$ cat src/rtl/player_pkg.sv
// player_pkg: shared state type and screen/sprite geometry for the player controller
package player_pkg;
    typedef enum logic [1:0] {GROUND, JUMP, FALL} player_state_t;
    localparam int SPRITE_W   = 64;
    localparam int SCREEN_W   = 1024;
    localparam int X_START_D  = 10;
    localparam int Y_GROUND_D = 100 + SPRITE_W * 3;
endpackage

$ cat src/rtl/player_ctl_frame_tick.sv
// frame_tick: one-cycle pulse on each rising edge of vsync
module frame_tick (
    input  logic clk,
    input  logic rst,
    input  logic vsync_in,
    output logic tick
);
    logic vsync_d;
    always_ff @(posedge clk or negedge rst)
        if (!rst) vsync_d <= 1'b0;
        else      vsync_d <= vsync_in;
    assign tick = vsync_in & ~vsync_d;
endmodule

$ cat src/rtl/player_ctl.sv
// player_ctl: per-frame walk and jump/fall motion of the player sprite
module player_ctl
    import player_pkg::*;
#(
    parameter int X_START   = X_START_D,
    parameter int X_MIN     = 0,
    parameter int X_MAX     = SCREEN_W - SPRITE_W,
    parameter int Y_GROUND  = Y_GROUND_D,
    parameter int Y_MIN     = 0,
    parameter int WALK_STEP = 2,
    parameter int JUMP_V0   = 12,
    parameter int GRAVITY   = 1,
    parameter int V_MAX     = 12
) (
    input  logic       clk,
    input  logic       rst,
    input  logic       vsync_in,
    input  logic       btn_left,
    input  logic       btn_right,
    input  logic       btn_jump,
    output logic [9:0] player_xpos,
    output logic [9:0] player_ypos,
    output logic       dirction,
    output logic       airborne
);
    localparam logic [10:0] XMN = 11'(X_MIN);
    localparam logic [10:0] XMX = 11'(X_MAX);
    localparam logic [10:0] WS  = 11'(WALK_STEP);
    localparam logic [10:0] YMN = 11'(Y_MIN);
    localparam logic [10:0] YG  = 11'(Y_GROUND);
    localparam logic [4:0]  V0  = 5'(JUMP_V0);
    localparam logic [4:0]  G   = 5'(GRAVITY);
    localparam logic [4:0]  VMX = 5'(V_MAX);

    player_state_t state, state_n;
    logic [4:0]  vy, vy_n, vy_dec, vn;
    logic [9:0]  x_n, y_n;
    logic        dir_n, jump_prev, tick, hit, land;
    logic [10:0] x11, y11, x_r, x_l, y_up, y_dn;

    frame_tick u_tick (.clk(clk), .rst(rst), .vsync_in(vsync_in), .tick(tick));

    // 11-bit arithmetic keeps saturation free of wrap-around
    assign x11    = {1'b0, player_xpos};
    assign y11    = {1'b0, player_ypos};
    assign x_r    = (x11 + WS > XMX) ? XMX : x11 + WS;
    assign x_l    = (x11 < XMN + WS) ? XMN : x11 - WS;
    assign hit    = y11 <= YMN + {6'd0, vy};
    assign y_up   = hit ? YMN : y11 - {6'd0, vy};
    assign vy_dec = vy - G;
    assign vn     = (vy + G > VMX) ? VMX : vy + G;
    assign y_dn   = y11 + {6'd0, vn};
    assign land   = y_dn >= YG;

    always_comb begin
        state_n = state;
        vy_n    = vy;
        y_n     = player_ypos;
        x_n     = (btn_right && !btn_left) ? x_r[9:0] : (btn_left && !btn_right) ? x_l[9:0] : player_xpos;
        dir_n   = (btn_right && !btn_left) ? 1'b1 : (btn_left && !btn_right) ? 1'b0 : dirction;
        case (state)
            GROUND: if (btn_jump && !jump_prev) begin
                state_n = JUMP;
                vy_n    = V0;
            end
            JUMP: begin
                y_n     = y_up[9:0];
                vy_n    = hit ? 5'd0 : vy_dec;
                state_n = (hit || vy_dec == 5'd0) ? FALL : JUMP;
            end
            FALL: begin
                y_n     = land ? YG[9:0] : y_dn[9:0];
                vy_n    = land ? 5'd0 : vn;
                state_n = land ? GROUND : FALL;
            end
            default: state_n = GROUND;
        endcase
    end

    always_ff @(posedge clk or negedge rst)
        if (!rst) begin
            state       <= GROUND;
            vy          <= 5'd0;
            jump_prev   <= 1'b1;
            player_xpos <= 10'(X_START);
            player_ypos <= 10'(Y_GROUND);
            dirction    <= 1'b1;
            airborne    <= 1'b0;
        end else if (tick) begin
            state       <= state_n;
            vy          <= vy_n;
            jump_prev   <= btn_jump;
            player_xpos <= x_n;
            player_ypos <= y_n;
            dirction    <= dir_n;
            airborne    <= state_n != GROUND;
        end
endmodule

$ cat config.mk
export PLATFORM = sky130hd
export DESIGN_NAME = player_ctl
export DESIGN_NICKNAME = d
export VERILOG_FILES = /design/src/rtl/player_pkg.sv /design/src/rtl/player_ctl_frame_tick.sv /design/src/rtl/player_ctl.sv
export SDC_FILE = /design/constraint.sdc
export NUM_CORES = 1
export LEC_CHECK = 0
export ABC_AREA = 1
export BUFFER_PORTS_ARGS = -buffer_cell sky130_fd_sc_hd__buf_2
export CORE_MARGIN = 5
export CORE_UTILIZATION = 30
export CTS_CLUSTER_DIAMETER = 40
export DETAILED_ROUTE_END_ITERATION = 12
export HOLD_SLACK_MARGIN = 0.06
export PLACE_DENSITY = 0.52
export SLEW_MARGIN = 10
export SYNTH_ARGS = -nofsm -noshare
export SYNTH_HDL_FRONTEND = slang
export SYNTH_SLANG_ARGS = --single-unit
$ cat constraint.sdc
create_clock -name clk -period 7.7 [get_ports clk]
set_clock_uncertainty 0.05 [all_clocks]
set_input_delay 0.385 -clock clk [delete_from_list [all_inputs] [get_ports clk]]
set_output_delay 0.385 -clock clk [all_outputs]
set_load 0.005 [all_outputs]
# Yosys cells after proc, flatten, opt, wreduce, memory -nomap -nowiden
# Index checks and enable logic that the tools add are counted.
# op_classes
addsub	6
multipliers	0
div_mod_pow	0
order_cmp	5
n_eq_ne	3
shift	0
mux	18
bitwise_logic	2
n_reduce_logical	16
# ops
op	count
$mux W10	6
$mux W5	4
$pmux W10 S2	1
$pmux W5 S3	1
$add A10 B2 Y11 const B	1
$add A10 B5 Y11	1
$ge A11 B9 Y1 const B	1
$gt A11 B10 Y1 const B	1
$le A10 B5 Y1	1
$lt A10 B2 Y1 const B	1
$sub A10 B2 Y10 const B	1
$sub A10 B5 Y10	1
$mux W2	3
$pmux W2 S3	1
$reduce_bool A2 Y1	3
$add A5 B1 Y5 const B	1
$gt A5 B4 Y1 const B	1
$logic_not A5 Y1	1
$sub A5 B1 Y5 const B	1
$reduce_and A2 Y1	2
$logic_and A1 B1 Y1	3
$logic_not A1 Y1	3
$reduce_and A3 Y1	1
$reduce_bool A3 Y1	1
8 further kinds	9
# totals
register_bits	31
latchBits	0
ram_bits	0
mem_bits_ro	0
input_bits	6
word_cells	58
mem_count	0

# Depth between registers and ports, before layout
# Gate-level depths: netlist (run 1).
# depth
depth_word	8
mapped_depth	23

# Cells and area by module
# A second synthesis (run 1) with hierarchy kept.
# unflattened
cells_unflattened	433
hier_area_um2	2900.3
# modules_own_cells
mod	instances	cells_per_inst	area_per_inst_um2	seq_area_each_um2
player_ctl	1	430	2865.2	734.5
frame_tick	1	3	35.0	25.0

# Worst setup path before layout (run 1)
# No wires, ideal clock.
# synth_timing
path_kind	register -> register
startpoint	reg vy[0]
endpoint	reg vy[0]
setup_time_ps	116
arrival_ps	2914
required_time_ps	7534
setup_slack_ps	4619
stages_incl_launch_ff	24
path_buffers	1
path_cell_list	dfrtp_1 -> ha_1 -> nand3_1 -> xor2_1 -> o21a_1 -> a21oi_1 -> nor2_1 -> ha_1 -> inv_1 -> fa_1 -> nand3b_1 -> nand2_1 -> nand2_2 -> nand2_2 -> nand3_1 -> nand2_1 -> nand2_2 -> inv_1 -> nand2_1 -> buf_6 -> nand3_1 -> nand2_1 -> nand2_1 -> nand2_1
# synth_between
elab_chain_cells	7
word_cells_on_any_way	10
classes_between	3 x add/sub; 3 x order compare; 4 x mux
# synth_rtl
element	line	text
start: declaration	player_ctl.sv:36	logic [4:0] vy, vy_n, vy_dec, vn;
start signal: assignment	player_ctl.sv:91	vy <= vy_n;
$add A5 B1 Y5	player_ctl.sv:51	assign vn = (vy + G > VMX) ? VMX : vy + G;
$gt A5 B4 Y1	player_ctl.sv:51	
$mux W5	player_ctl.sv:51	
$add A10 B5 Y11	player_ctl.sv:52	assign y_dn = y11 + {6'd0, vn};
$ge A11 B9 Y1	player_ctl.sv:53	assign land = y_dn >= YG;
$mux W5	player_ctl.sv:73	vy_n = land ? 5'd0 : vn;
$pmux W5 S3 (*)	player_ctl.sv:61	case (state)
# Mark *: on every way between the ends. The rest lies on a longest branch, timed or not.
# A chain may end at the register's enable or synchronous reset.

# Worst setup path in the final report (run 1)
# layout_timing
startpoint	reg vy[0]
endpoint	reg state[1]
# layout_between
elab_chain_cells	7
word_cells_on_any_way	12
classes_between	3 x add/sub; 3 x order compare; 4 x mux; 2 x reduce/logical
# layout_rtl
element	line	text
$add A5 B1 Y5	player_ctl.sv:51	
$gt A5 B4 Y1	player_ctl.sv:51	
$mux W5	player_ctl.sv:51	
$add A10 B5 Y11	player_ctl.sv:52	
$ge A11 B9 Y1	player_ctl.sv:53	
$mux W2	player_ctl.sv:74	state_n = land ? GROUND : FALL;
$pmux W2 S3 (*)	player_ctl.sv:61	
end signal: assignment	player_ctl.sv:90	state <= state_n;
end: declaration	player_ctl.sv:35	player_state_t state, state_n;
# Marks and branches as above.

==> summary.txt, run 1 <==
Final design utilization - 34.3%
Total track usage - 13.7%
CORE AREA - 9330 µm²
Layout cells sized above 1 - 15.0%
Vias in the first global route - 2,571
Worst relative slew slack - 36.1%
CP Class - reg -> reg
R2r setup slk - 3.96 ns
Postcts setup bufs - 0
Drc violations - 0
Setup_tns - 0 ns
Layout area overhead - 10.6%
First-pass GRT wire length - 12,700 µm
Slew @ Worst Pin - 0.955 ns
Post-Syn Area - 2890 µm²
Crit start category - flip-flop
Final period util - 48.6%
Final setup violation count - 0
CTS tree - done
Worst skew pair latency - 0.28 ns
Setup WS post-layout - 3.96 ns
Leak Pwr - 1.64 nW
Worst reg-to-reg path cell count - 22
RSZ-0062 raised after global routing - false
Final WL - 7570 µm
Pins Over Slew Limit - 0
CTS root buf - clkbuf_8
Clk slew on worst S/H paths - 0.07 ns
Row cnt - 35
Initial core utilization - 31.0%
CP Capture Type - flip-flop
Vias/cell - 4.70
Nets@finish - 475
Die Width - 108 µm
Gates resized, CTS repair - 0
# hold bufs at CTS - 0
Setup crit start - vy[0]
Io pins - 28
Worst Path Max Fanout - 11
Ys Warns - 0
Worst slack at placement - 4.04 ns
PD cells - 393 nW/µm²
Wire per inst - 13.1 µm
Drt first pass iters - 4
GP Congestion - 0.903
Mean Syn Cell Area - 6.86 µm²
Fmax - 267 MHz
Worst EP required - 7.82 ns
Chip height - 108 µm
Final Hold Vio Count - 0
Seq/Total Area, Yosys - 26.2%
Die area - 11,700 µm²
Worst r2r src - vy[0]
Routed Antenna Nets - 0
Final Power - 1.26 mW
Hold Crit Class - in -> async
Post-DP HPWL - 5790 µm
Status - finished clean
Worst R2R End - state[1]
Via count of the routed design - 2,707
Max Root-Sink Buffers - 2
Antenna cells - 0
CTS H-tree lvls - 2
CTS buffer count - 5
#FFs+latches synth - 30
VDD IR max - 89.1 µV
Library cells used by synthesis - 40
Period minus WS final - 3.74 ns
Initial antenna violation count - 0
Grt ovf - 0
CTS sink cnt - 30
Largest net degree at the start of global routing - 31
Instance count of the mapped netlist - 422
# port buffers - 26
Crit path DAT - 3.86 ns
Max Cap Viol - 0
Starting DRT DRC Count - 141
## per-layer routing
| metal | track usage, % | vias up | share of wire [%] |
|---|---|---|---|
| li1 | - | 1398 | - |
| met1 | 19.2 | 1239 | 50 |
| met2 | 21.5 | 61 | 44 |
| met3 | 2.09 | 9 | 4.2 |
| met4 | 4.33 | 0 | 1.6 |
| met5 | 0 | - | 0 |
## where the power goes
| group | internal (mW) | total, mW | switching (mW) | leakage [nW] |
|---|---|---|---|---|
| combinational | 0.310 | 0.792 | 0.482 | 1.26 |
| sequential | 0.230 | 0.337 | 0.107 | 0.335 |
| clock | 0.0627 | 0.131 | 0.0678 | 0.0450 |
## sequential cells by signal, summed over array words and instances (netlist names)
register        flops
state               2
player_xpos         9
jump_prev           1
dirction            1
vy                  5
player_ypos        10
airborne            1
u_tick.vsync_d      1
## kinds of logic (layout without fill, tap and decap cells)
group           after synthesis  in the layout  synth area share [%]
simple gates                209            209                  32.7
compound gates               62             62                  12.9
other cells                   1              2                 0.130
xor+xnor                     22             22                  6.66
buf+inv                      75             99                  10.9
fa+ha+maj                    23             23                  10.5
flops                        30             30                  26.2
## worst max-delay path by stage
stage	end	slack (ns)
floorplan	vy[0]	4.62
global placement	state[1]	4.18
detailed placement	state[1]	4.04
CTS	state[1]	4.01
global route	state[1]	3.55
finish	state[1]	3.96
## per-stage QoR
| step | hold slack (ns) | cell area, µm² | cells |
|---|---|---|---|
| finish | 0.102 | 3200 | 576 |
| global route | 0.157 | 3200 | 576 |
| CTS | 0.148 | 3200 | 576 |
| detailed placement | 0.443 | 3120 | 568 |
| global placement | 0.434 | 3120 | 568 |
| floorplan | 0.0394 | 2900 | 423 |
## placed cells by master (no fill, tap or decap), types with 2 or more instances in the layout
cell type    n
a21boi_1     4
clkbuf_8     5
buf_2       26
inv_1       61
nand3_2      5
fa_1         2
or2_2        2
xnor2_1      3
nand2_2      7
inv_2        3
dfstp_2      7
o21ai_2      3
nor2_1      38
a21oi_1     19
nand3b_1     7
o21ai_1      3
a22oi_1      2
ha_1        21
nor2_2       2
nand3_1     30
xor2_1      19
a31oi_1      3
conb_1       2
a21boi_0     4
nand4_1      7
dfrtp_1     23
clkinv_2     2
nor3_1       4
nand2_1    104
o21ai_0     19
## worst max-delay path, cell delays in order (launching register included)
cell	delay, ns
dfrtp_1	0.46
ha_1	0.26
nand3_1	0.10
xor2_1	0.24
o21a_1	0.19
a21oi_1	0.06
nor2_1	0.16
ha_1	0.23
inv_1	0.07
fa_1	0.39
nand3b_1	0.19
nand2_1	0.11
nand2_2	0.07
nand2_2	0.09
nand3_1	0.07
nand2_1	0.10
nand2_2	0.07
inv_1	0.05
nand2_1	0.27
nand2_1	0.19
nand2_1	0.06
nand2_1	0.08
o21ai_0	0.08
## cell type report
| class | count | area (µm²) |
|---|---|---|
| clock buffers | 6 | 72.6 |
| clock inverters | 2 | 10.0 |
| fillers | 1008 | 6130 |
| inverters | 65 | 244 |
| multi-input cells | 318 | 1820 |
| flip-flops and latches | 30 | 759 |
| well taps | 129 | 161 |
| repair buffers | 26 | 130 |
## cells in the mapped netlist (all sizes together)
| master | instances | area, µm² |
|---|---|---|
| a21boi | 9 | 71.3 |
| a21oi | 20 | 104 |
| a22oi | 2 | 15.0 |
| a2bb2oi | 1 | 8.76 |
| a31oi | 3 | 18.8 |
| buf | 8 | 62.6 |
| clkbuf | 2 | 7.51 |
| clkinv | 1 | 3.75 |
| conb | 1 | 3.75 |
| dfrtp | 23 | 576 |
| dfstp | 7 | 184 |
| fa | 2 | 40.0 |
| ha | 21 | 263 |
| inv | 64 | 240 |
| nand2 | 111 | 434 |
| nand3 | 35 | 200 |
| nand3b | 8 | 63.8 |
| nand4 | 7 | 43.8 |
| nor2 | 41 | 166 |
| nor3 | 4 | 20.0 |
| o211ai | 1 | 12.5 |
| o21a | 1 | 7.51 |
| o21ai | 25 | 136 |
| or2 | 3 | 18.8 |
| xnor2 | 3 | 26.3 |
| xor2 | 19 | 166 |
(Power assumes the default switching activity.)
==> run 2, diff against run 1 <==
--- a/config.mk
+++ b/config.mk
@@ -12,7 +12,7 @@
 export CTS_CLUSTER_DIAMETER = 40
 export DETAILED_ROUTE_END_ITERATION = 12
 export HOLD_SLACK_MARGIN = 0.06
-export PLACE_DENSITY = 0.52
+export PLACE_DENSITY = 0.54
 export SLEW_MARGIN = 10
 export SYNTH_ARGS = -nofsm -noshare
 export SYNTH_HDL_FRONTEND = slang
==> constraint.sdc (replaced) <==
create_clock -name clk -period 3.3 [get_ports clk]
set_clock_uncertainty 0.05 [all_clocks]
set_input_delay 0.165 -clock clk [delete_from_list [all_inputs] [get_ports clk]]
set_output_delay 0.165 -clock clk [all_outputs]
set_load 0.005 [all_outputs]
==> summary.txt, run 2 (same netlist as run 1, synthesis figures left out) <==
Worst relative slew slack - 48.9% (was 36.1%)
CORE AREA - 9330 µm² (unchanged)
PD cells - 940 nW/µm² (was 393 nW/µm²)
Most flops, register - player_ypos (unchanged)
Final WL - 7740 µm (was 7570 µm)
# port buffers - 26 (unchanged)
Critical path's largest stage delay - 0.36 ns (was 0.46 ns)
Most frequent cells in the layout - nand2_1 (102), inv_1 (59), nor2_1 (37), buf_2 (26), nand3_1 (25) (was nand2_1 (104), inv_1 (61), nor2_1 (38), nand3_1 (30), buf_2 (26))
Worst slack at placement - 0.0170 ns (was 4.04 ns)
Starting DRT DRC Count - 109 (was 141)
Final setup violation count - 0 (unchanged)
Max Root-Sink Buffers - 2 (unchanged)
DP Area - 3160 µm² (was 3120 µm²)
Slowest-stage cell, CP - dfrtp_1 (unchanged)
Wire per inst - 13.0 µm (was 13.1 µm)
Clk slew on worst S/H paths - 0.08 ns (was 0.07 ns)
Largest regs - player_ypos (10), player_xpos (9), vy (5) (unchanged)
Most frequent CP cell - nand2_1 (unchanged)
Chip height - 108 µm (unchanged)
Routed Antenna Nets - 0 (unchanged)
Finished Cell Area - 3470 µm² (was 3200 µm²)
Drt first pass iters - 4 (unchanged)
Initial antenna violation count - 0 (unchanged)
Worst Path Max Fanout - 5 (was 11)
Total track usage - 13.6% (was 13.7%)
Worst reg-to-reg path cell count - 20 (was 22)
Via count of the routed design - 2,804 (was 2,707)
Vias in the first global route - 2,765 (was 2,571)
Layout area overhead - 19.8% (was 10.6%)
Setup WS post-layout - 0.0982 ns (was 3.96 ns)
Leak Pwr - 1.76 nW (was 1.64 nW)
Io pins - 28 (unchanged)
Period minus WS final - 3.20 ns (was 3.74 ns)
CTS H-tree lvls - 2 (unchanged)
Drc violations - 0 (unchanged)
Worst skew pair latency - 0.29 ns (was 0.28 ns)
CTS tree - done (unchanged)
Most common cell after layout, fill and taps aside - nand2_1 (unchanged)
Status - finished clean (unchanged)
Min-Delay Path Depth - 3
Hold Crit Class - in -> reg (was in -> async)
Largest net degree at the start of global routing - 31 (unchanged)
CTS buffer count - 5 (unchanged)
GP Congestion - 0.889 (was 0.903)
Die Width - 108 µm (unchanged)
CP Class - reg -> reg (unchanged)
CTS sink cnt - 30 (unchanged)
Worst r2r src - vy[1] (was vy[0])
Slew @ Worst Pin - 0.767 ns (was 0.955 ns)
Worst Hold Launch - btn_jump
Setup crit start - vy[1] (was vy[0])
Die area - 11,700 µm² (unchanged)
Layout cells sized above 1 - 21.5% (was 15.0%)
Final period util - 97.0% (was 48.6%)
Max FFs per register - 10 (unchanged)
CTS root buf - clkbuf_8 (unchanged)
Fill cells - 1,014 (was 1,008)
First-pass GRT wire length - 12,900 µm (was 12,700 µm)
R2r setup slk - 0.1 ns (was 3.96 ns)
Max Cap Viol - 0 (unchanged)
Final Power - 3.26 mW (was 1.26 mW)
Vias/cell - 4.71 (was 4.70)
Grt ovf - 0 (unchanged)
Antenna cells - 0 (unchanged)
Crit path DAT - 3.35 ns (was 3.86 ns)
Crit start category - flip-flop (unchanged)
Fmax - 312 MHz (was 267 MHz)
Worst EP required - 3.45 ns (was 7.82 ns)
Nets@finish - 494 (was 475)
Pins Over Slew Limit - 0 (unchanged)
Post-DP HPWL - 5870 µm (was 5790 µm)
VDD IR max - 246 µV (was 89.1 µV)
Row cnt - 35 (unchanged)
Initial core utilization - 31.0% (unchanged)
RSZ-0062 raised after global routing - true (was false)
Critical-path cell list - ha_2 -> nand3_2 -> xor2_2 -> o21a_1 -> a21oi_2 -> nor2_2 -> ha_2 -> inv_2 -> fa_2 -> nand3b_1 -> nand2_1 -> nand2_2 -> nand2_4 -> nand2_1 -> nand2_1 -> nand3_2 -> nand2_4 -> buf_6 -> nand3b_1 -> a21boi_1 (was ha_1 -> nand3_1 -> xor2_1 -> o21a_1 -> a21oi_1 -> nor2_1 -> ha_1 -> inv_1 -> fa_1 -> nand3b_1 -> nand2_1 -> nand2_2 -> nand2_2 -> nand3_1 -> nand2_1 -> nand2_2 -> inv_1 -> nand2_1 -> nand2_1 -> nand2_1 -> nand2_1 -> o21ai_0)
Final Hold Vio Count - 0 (unchanged)
CP Capture Type - flip-flop (unchanged)
[run 2: path summary, 6_finish.rpt]
| kind | end |
|---|---|
| min in group asynchronous | airborne |
| min reg2reg | jump_prev |
| max in group asynchronous | player_ypos[7] |
| min | jump_prev |
| max reg2reg | player_ypos[3] |
| max | player_ypos[3] |
[run 2: layout make-up]
type / instances / area, µm² / share of cell area, %
inverter: 65 / 244 / 7.03
clock buffer: 7 / 86.3 / 2.49
multi-input combinational: 318 / 1890 / 54.5
timing repair buffer: 45 / 298 / 8.59
tap: 129 / 161 / 4.65
clock inverter: 1 / 30.0 / 0.866
sequential: 30 / 759 / 21.9
[run 2: what timing repair did]
| action | CTS | global route |
|---|---|---|
| setup endpoints to repair | 3 | 13 |
| pin swaps | 0 | 14 |
| buffers inserted | 1 | 9 |
| cloned | 0 | 1 |
| hold buffers | 2 | 0 |
| hold endpoints to repair | 24 | 0 |
| resized for setup | 0 | 21 |
[run 2: per-layer routing]
layer  GRT usage (%)  routed length (µm)  part of all wire (%)  vias to the layer above
met4            5.32                 143                   1.8                        0
met2            22.8                3720                    48                       48
met1            17.6                3650                    47                     1316
li1                -                   -                     -                     1430
met3            1.91                 228                   2.9                       10
met5               0                   0                     0                        -
[run 2: through the flow]
step | setup TNS, ns | hold slack [ns] | cells | utilization, %
floorplan | 0 | -0.181 | 423 | -
global placement | 0 | 0.219 | 574 | 33.9
detailed placement | 0 | 0.237 | 574 | 33.9
CTS | 0 | 0.0885 | 585 | 35.5
global route | -1.30 | 0.144 | 595 | 37.2
finish | 0 | 0.0943 | 595 | 37.2
[run 2: critical path: cells and delay by family (launching register included)]
| family | cells | cell delay [ns] |
|---|---|---|
| DFF | 1 | 0.36 |
| buffers and inverters | 2 | 0.17 |
| xor gates and xnor gates | 1 | 0.20 |
| and+or+nand+nor | 11 | 1.16 |
| adders and majority gates | 3 | 0.79 |
| AOI/OAI and AO/OA | 3 | 0.39 |
[run 2: report_power, final]
part	internal, mW	leakage (nW)	switching [mW]
clock network	0.246	0.0585	0.155
registers	0.537	0.335	0.236
logic	0.873	1.36	1.21
total	1.66	1.76	1.60
==> run 3, diff against run 2 <==
--- a/config.mk
+++ b/config.mk
@@ -13,6 +13,7 @@
 export DETAILED_ROUTE_END_ITERATION = 12
 export HOLD_SLACK_MARGIN = 0.06
 export PLACE_DENSITY = 0.54
+export REMOVE_ABC_BUFFERS = 1
 export SLEW_MARGIN = 10
 export SYNTH_ARGS = -nofsm -noshare
 export SYNTH_HDL_FRONTEND = slang
==> summary.txt, run 3 (same netlist as run 1, synthesis figures left out) <==
Slew @ Worst Pin - 0.725 ns (was 0.767 ns)
Total track usage - 13.0% (was 13.6%)
Post-DP HPWL - 5700 µm (was 5870 µm)
Clk slew on worst S/H paths - 0.06 ns (was 0.08 ns)
Layout area overhead - 18.4% (was 19.8%)
CTS root buf - clkbuf_8 (unchanged)
CTS buffer count - 5 (unchanged)
Largest regs - player_ypos (10), player_xpos (9), vy (5) (unchanged)
Routed Antenna Nets - 0 (unchanged)
Nets@finish - 491 (was 494)
Grt ovf - 0 (unchanged)
Final design utilization - 36.7% (was 37.2%)
Wire per inst - 12.6 µm (was 13.0 µm)
Fmax - 315 MHz (was 312 MHz)
Final WL - 7470 µm (was 7740 µm)
Setup_tns - 0 ns (unchanged)
Worst relative slew slack - 51.7% (was 48.9%)
Io pins - 28 (unchanged)
First-pass GRT wire length - 12,400 µm (was 12,900 µm)
Final Hold Vio Count - 0 (unchanged)
CP Capture Type - flip-flop (unchanged)
Chip height - 108 µm (unchanged)
Initial core utilization - 31.0% (unchanged)
Crit start category - flip-flop (unchanged)
Die area - 11,700 µm² (unchanged)
Leak Pwr - 1.73 nW (was 1.76 nW)
Layout cells sized above 1 - 21.8% (was 21.5%)
Fill cells - 979 (was 1,014)
Final setup violation count - 0 (unchanged)
Worst Path Max Fanout - 7 (was 5)
Max Cap Viol - 0 (unchanged)
RSZ-0062 raised after global routing - true (unchanged)
CTS tree - done (unchanged)
Largest net degree at the start of global routing - 31 (unchanged)
Die Width - 108 µm (unchanged)
Initial antenna violation count - 0 (unchanged)
Row cnt - 35 (unchanged)
Hold Crit Class - in -> reg (unchanged)
Final period util - 96.1% (was 97.0%)
Drc violations - 0 (unchanged)
Status - finished clean (unchanged)
Pins Over Slew Limit - 0 (unchanged)
Via count of the routed design - 2,768 (was 2,804)
GP Congestion - 0.895 (was 0.889)
Most common cell after layout, fill and taps aside - nand2_1 (unchanged)
Most frequent cells in the layout - nand2_1 (98), inv_1 (59), nor2_1 (37), nand3_1 (26), buf_2 (26) (was nand2_1 (102), inv_1 (59), nor2_1 (37), buf_2 (26), nand3_1 (25))
CP Class - reg -> reg (unchanged)
Max FFs per register - 10 (unchanged)
Period minus WS final - 3.17 ns (was 3.20 ns)
Antenna cells - 0 (unchanged)
Drt first pass iters - 4 (unchanged)
Most flops, register - player_ypos (unchanged)
Vias in the first global route - 2,621 (was 2,765)
CORE AREA - 9330 µm² (unchanged)
Worst EP required - 3.42 ns (was 3.45 ns)
Starting DRT DRC Count - 85 (was 109)
Worst skew pair latency - 0.28 ns (was 0.29 ns)
CTS sink cnt - 30 (unchanged)
Vias/cell - 4.68 (was 4.71)
CTS H-tree lvls - 2 (unchanged)
Crit path DAT - 3.29 ns (was 3.35 ns)
Max Root-Sink Buffers - 2 (unchanged)
# port buffers - 26 (unchanged)
VDD IR max - 225 µV (was 246 µV)
PD cells - 916 nW/µm² (was 940 nW/µm²)
==> run 3: final timing paths <==
path / from / endpoint / slack (ns) / depth (start not counted)
min in group asynchronous: rst / player_xpos[7] / 0.42 / 2
max in group asynchronous: rst / u_tick.vsync_d / 2.31 / 2
worst max-delay path: vy[1] / player_ypos[0] / 0.13 / 23
worst min-delay path: btn_jump / jump_prev / 0.09 / 3
worst max register to register: vy[1] / player_ypos[0] / 0.13 / 23
worst min register to register: dirction / dirction / 0.44 / 2
==> run 3: layout make-up <==
type,instances,area [µm²],share of cell area (%)
Inverter,65,244,7.12
Tap cell,129,161,4.71
Timing Repair Buffer,42,272,7.93
Multi-Input combinational cell,318,1900,55.4
Sequential cell,30,759,22.2
Clock buffer,7,86.3,2.52
Clock inverter,1,5.00,0.146
==> run 3: report_power, final <==
part           switching, mW  internal (mW)  total, mW  leakage (nW)
sequential             0.239          0.537      0.775         0.335
clock                  0.146          0.168      0.314        0.0482
combinational           1.20          0.851       2.05          1.35
==> run 3: metal layers <==
layer | vias up | part of all wire, % | wire length (µm) | global-route usage (%)
met5 | - | 0 | 0 | 0
met4 | 0 | 1.9 | 141 | 3.16
met3 | 15 | 3.0 | 227 | 2.33
met2 | 46 | 48 | 3580 | 21.8
met1 | 1289 | 47 | 3510 | 17.3
li1 | 1418 | - | - | -
==> run 3: critical path, stage by stage, from the launching register on <==
cell      delay (ns)
dfrtp_1         0.36
ha_2            0.20
nand3_2         0.10
xor2_2          0.23
o21a_1          0.19
a21oi_2         0.05
nor2_2          0.14
ha_2            0.21
inv_2           0.04
fa_2            0.36
nand3b_1        0.20
nand2_2         0.09
nand2_2         0.07
nand2_4         0.08
nand3_2         0.07
nand2_2         0.09
nand2_2         0.07
inv_2           0.08
nand2_4         0.06
buf_6           0.13
nand3_1         0.06
nand2_1         0.05
nand2_1         0.05
nand2_1         0.04
==> run 3: stage by stage <==
stage               cell area (µm²)  worst slack (ns)  hold WS (ns)  total power [mW]  instances
finish                         3430             0.130        0.0916              3.14        592
global route                   3430            -0.117         0.129              3.49        592
CTS                            3290            0.0140        0.0875              3.01        585
detailed placement             3170           0.00672         0.227              2.68        575
global placement               3170            0.0901         0.219              2.66        575
floorplan                      2830             0.126        -0.181              2.12        413
==> run 3: what timing repair did <==
| item | 4_1_cts | 5_1_grt |
|---|---|---|
| endpoints found under the setup margin | 4 | 13 |
| pin swaps | 0 | 14 |
| hold buffers | 2 | 0 |
| setup buffers | 0 | 7 |
| gates cloned | 0 | 0 |
| hold endpoints to repair | 24 | 0 |
| gates resized for setup | 1 | 22 |
